[src/rtl/tpg_pkg.sv]
// tpg_pkg: shared types and constants for the test-pattern generator
package tpg_pkg;
  typedef enum logic [1:0] {
    TPG_SOLID   = 2'd0,
    TPG_HRAMP   = 2'd1,
    TPG_BARS    = 2'd2,
    TPG_CHECKER = 2'd3
  } tpg_mode_e;
  typedef enum logic {TPG_IDLE, TPG_ACTIVE} tpg_state_e;
  localparam int TPG_N_BARS = 8;
  localparam int TPG_BAR_W  = $clog2(TPG_N_BARS);
endpackage

[src/rtl/tpg_pattern.sv]
// tpg_pattern: combinational pixel generator from beat position, bar index and mode
module tpg_pattern
  import tpg_pkg::*;
#(
  parameter int CH_W    = 4,
  parameter int N_CH    = 3,
  parameter int SQ_LOG2 = 3,
  parameter int PW      = 4
) (
  input  logic [PW-1:0]              h,
  input  logic                       v_sq,
  input  logic [TPG_BAR_W-1:0]       bar,
  input  tpg_mode_e                  mode,
  output logic [N_CH-1:0][CH_W-1:0]  pix
);
  // per-channel pattern select; inverted bar index equals 7-bar for the colour bits
  always_comb begin
    pix = '0;
    for (int c = 0; c < N_CH; c++)
      pix[c] = mode == TPG_SOLID ? {CH_W{1'b1}} :
               mode == TPG_HRAMP ? h[CH_W-1:0] :
               mode == TPG_BARS  ? {CH_W{~bar[c%3]}} :
                                   {CH_W{h[SQ_LOG2] ^ v_sq}};
  end
endmodule

[config.mk]
export PLATFORM = sky130hd
export DESIGN_NAME = tpg_pattern
export DESIGN_NICKNAME = d
export VERILOG_FILES = /design/src/rtl/tpg_pkg.sv /design/src/rtl/tpg_pattern.sv
export SDC_FILE = /design/constraint.sdc
export NUM_CORES = 1
export LEC_CHECK = 0
export CAP_MARGIN = 15
export CORE_AREA = 2 2 39 41
export DETAILED_ROUTE_END_ITERATION = 8
export DIE_AREA = 0 0 41 43
export MAX_ROUTING_LAYER = met4
export PLACE_DENSITY = 0.59
export SETUP_SLACK_MARGIN = 0.4
export SYNTH_ARGS = -nofsm -noshare
export SYNTH_HDL_FRONTEND = slang
export SYNTH_SLANG_ARGS = --single-unit
[constraint.sdc]
create_clock -name vclk -period 0.8
set_input_delay 0.12 -clock vclk [all_inputs]
set_output_delay 0.12 -clock vclk [all_outputs]
set_load 0.03 [all_outputs]
; ---- After elaboration in Yosys (flattened, before gate mapping)
; Cells that the tools add are included.
[totals]
out_inout_bits = 12
word_cells = 16
input_bits = 10
ff_bits = 0
[classes]
bitwise = 4
n_eq_ne = 2
muxes = 9
n_reduce_logical = 1
[op_table]
columns = cell, count
row1 = 4-bit two-way mux, 9
row2 = 1-bit inverter, 3
row3 = "2-bit by 1-bit equality test with 1-bit output, second input constant", 1
row4 = "2-bit equality test, second input constant", 1
row5 = 2-bit logical NOT, 1
row6 = 1-bit XOR, 1

; ---- Longest topological paths before layout
; Gate-level depths: netlist (run 1).
[logic_depth]
ltp_word = 4
mapped_depth = 4
mapped_depth_nobuf = 3

; ---- Worst setup path after synthesis (run 1)
; OpenSTA, ideal clock, no wires.
[synth_path]
kind = input port to output port
start = input port h[3]
end = output port pix[0] (netlist name)
n_path_buf = 1
slack_ns = -0.542
t_arrival_ns = 1.222
t_required_ns = 0.680
cell_stages = 4
cell_sequence = xnor2_1 > and3_4 > buf_6 > nor3_1
[synth_rtl]
columns = item, line
row1 = from (decl), tpg_pattern.sv:10  ; input logic [PW-1:0] h,
row2 = to (decl), tpg_pattern.sv:14  ; output logic [N_CH-1:0][CH_W-1:0] pix

==> flow_metrics.env, run 1 <==
export IMPL_status="finished, violations left"
export IMPL_violations="negative setup slack"
export IMPL_power_leakage_nw=0.3358
export IMPL_syn2layout_area_growth_pct=351.9
export IMPL_p_sw_mw=0.2700
export IMPL_grt_first_pass_wirelength_um=1600
export IMPL_hold_start="mode[0]"
export IMPL_slew_violations=0
export IMPL_placed_cell_area_um2=546.8
export IMPL_final_setup_worst_slack_ps=-271.8
export IMPL_routed_wl_um=957
export IMPL_fin_area_um2=729.5
export IMPL_grt_use_met3_pct=0
export IMPL_required_ps=680
export IMPL_die_h_um=43
export IMPL_die_w_um=41
export IMPL_fin_util_pct=52.71
export IMPL_first_pass_iters=1
export IMPL_ys_warn_count=0
export IMPL_ant_nets=0
export IMPL_fin_nets=75
export IMPL_hold_path_endpoint="pix[9]"
export IMPL_startpoint_type="primary input"
export IMPL_clock_fmax_ghz=0.9330
export IMPL_initial_utilization_pct=11.66
export IMPL_setup_viol=12
export IMPL_final_cells=79
export IMPL_num_rows=14
export IMPL_max_slew_worst_pin_slew_ps=210.3
export IMPL_seqPwrFrac_pct=0
export IMPL_power_frac_clock_pct=0
export IMPL_drt_iter0_drc=0
export IMPL_p_sw_share_pct=47.75
export IMPL_grt_max_degree=7
export IMPL_syn_area_um2=161.4
export IMPL_syn_inst=25
export IMPL_top_usage_layer="met1"
export IMPL_grt_use_total_pct=12.65
export IMPL_synth_distinct_cells=10
export IMPL_antenna_found_initial=0
export IMPL_grt_overflow_total=0
export IMPL_routabilityCongestion=0.6743
export IMPL_num_clock_buffers=0
export IMPL_coreArea_um2=1384
export IMPL_drc=0
export IMPL_layout_min_cycle_time_ps=1072
export IMPL_drive_gt1_share_pct=92.06
export IMPL_rsz0062_at_grt="yes"
export IMPL_finalCritPeriodShare_pct=134.0
export IMPL_wl_per_cell_um=12.11
export IMPL_worstPathMaxFanout=6
export IMPL_num_vias=343
export IMPL_max_slew_margin_pct=85.95
export IMPL_holdCritPathClass="in -> out"
export IMPL_synth_area_per_cell_um2=6.456
export IMPL_synth_nets=35
export IMPL_vias_per_cell=4.342
export IMPL_hpwl_um=618.6
export IMPL_met2_usage_pct=19.38
export IMPL_seq_area_frac_synth_pct=0
export IMPL_crit_type="in -> out"
export IMPL_combPwrFrac_pct=100.0
export IMPL_p_int_mw=0.2954
export IMPL_crit_path_end_kind="output port"
export IMPL_ios=22
export IMPL_dp_cells=70
export IMPL_design_seq_count=0
export IMPL_finalPower_mw=0.5654
export IMPL_cts_hold_buf=0
export IMPL_cap_violations=0
export IMPL_finalHoldViolations=0
export IMPL_port_buffers=22
export IMPL_grt_pass1_vias=355
export IMPL_worst_ep_arrival_time_ps=950
export IMPL_seqCellArea_um2=0
export IMPL_power_density_nw_per_um2=775.1
export IMPL_antenna_cells=0
export IMPL_vdd_drop_max_v=0.0003121
export IMPL_die_area_um2=1763
export IMPL_use_met1_pct=19.61
export IMPL_fill_cells=133
export IMPL_min_path_cells=5
## routing by layer
metal	routed length, µm	part of all wire [%]
met5	0	0
met1	390	41
met3	60	6.3
met4	0	0
met2	506	53
## through the flow
stage	TNS, ps	setup slack (ps)	hold WS [ps]
finish	-2742	-271.8	778.4
CTS	-3319	-325.1	768.5
floorplan	-1369	-166.5	538.3
detailed placement	-8389	-716.6	1087
global route	-3073	-291.5	811.4
global placement	-8436	-733.4	1091
## kinds of logic (layout without fill, tap and decap cells)
kind of cell	after synthesis	after routing	share of synthesized area, %
buffers and inverters	1	39	6.976
AO/OA/AOI/OAI	1	1	3.098
AND/OR/NAND/NOR	22	22	84.50
XOR/XNOR	1	1	5.427
## cell usage after synthesis
cell	n	area share, %
nand2b_1	1	3.9
nand2_1	1	2.3
buf_6	1	7.0
and3b_1	6	33
nor2_1	3	7.0
xnor2_1	1	5.4
nor3_1	9	28
nand4_1	1	3.9
and3_4	1	7.0
a21oi_1	1	3.1
## worst max-delay path, cell delays in order
cell and delay (ps):
buf_8 100, xnor2_2 120, and3_4 160, buf_12 150, nor3_4 160, buf_6 150
## cell usage in the layout (no fill, tap or decap)
cell type       n
buf_2           3
nor3_4          9
buf_12          1
nor2_4          2
nand2b_4        1
buf_4           5
nand4_1         1
buf_8           3
and3_4          1
xnor2_2         1
buf_6          24
dlygate4sd2_1   3
nand2_1         1
a21oi_2         1
nor2_2          1
and3b_2         6
## worst max-delay path by stage
| stage | from | end | slack, ps | cells past startpoint |
|---|---|---|---|---|
| 5_1_grt | v_sq | pix[9] | -290 | 6 |
| 2_1_floorplan | h[3] | pix[4] | -170 | 4 |
| 6_report | v_sq | pix[9] | -270 | 6 |
| 4_1_cts | h[3] | pix[9] | -330 | 6 |
| 3_5_place_dp | mode[1] | pix[0] | -720 | 6 |
| 3_3_place_gp | mode[0] | pix[7] | -730 | 4 |
## power groups by stage
stage | clock (mW) | sequential (mW) | combinational (mW)
4_1_cts | 0 | 0 | 0.554
3_5_place_dp | 0 | 0 | 0.459
5_1_grt | 0 | 0 | 0.595
6_report | 0 | 0 | 0.565
2_1_floorplan | 0 | 0 | 0.276
3_3_place_gp | 0 | 0 | 0.458
## repair_timing
action / CTS / global route
endpoints found under the hold margin: 0 / 0
setup endpoints to repair: 12 / 12
resized for setup: 59 / 7
pin swaps: 18 / 14
buffers inserted: 9 / 0
## final cells by class
type / instances / area, µm² / area share, %
timing repair buffer: 39 / 414.1 / 56.78
tap: 16 / 20.02 / 2.744
multi-input combinational: 24 / 295.3 / 40.48
(Power assumes the default switching activity.)
==> run 2: changes to the inputs <==
--- a/config.mk
+++ b/config.mk
@@ -9,6 +9,7 @@
 export CORE_AREA = 2 2 39 41
 export DETAILED_ROUTE_END_ITERATION = 8
 export DIE_AREA = 0 0 41 43
+export GPL_ROUTABILITY_DRIVEN = 0
 export MAX_ROUTING_LAYER = met4
 export PLACE_DENSITY = 0.59
 export SETUP_SLACK_MARGIN = 0.4
==> results of run 2 <==
The final DEF is identical to that of run 1; final timing and power are the same.
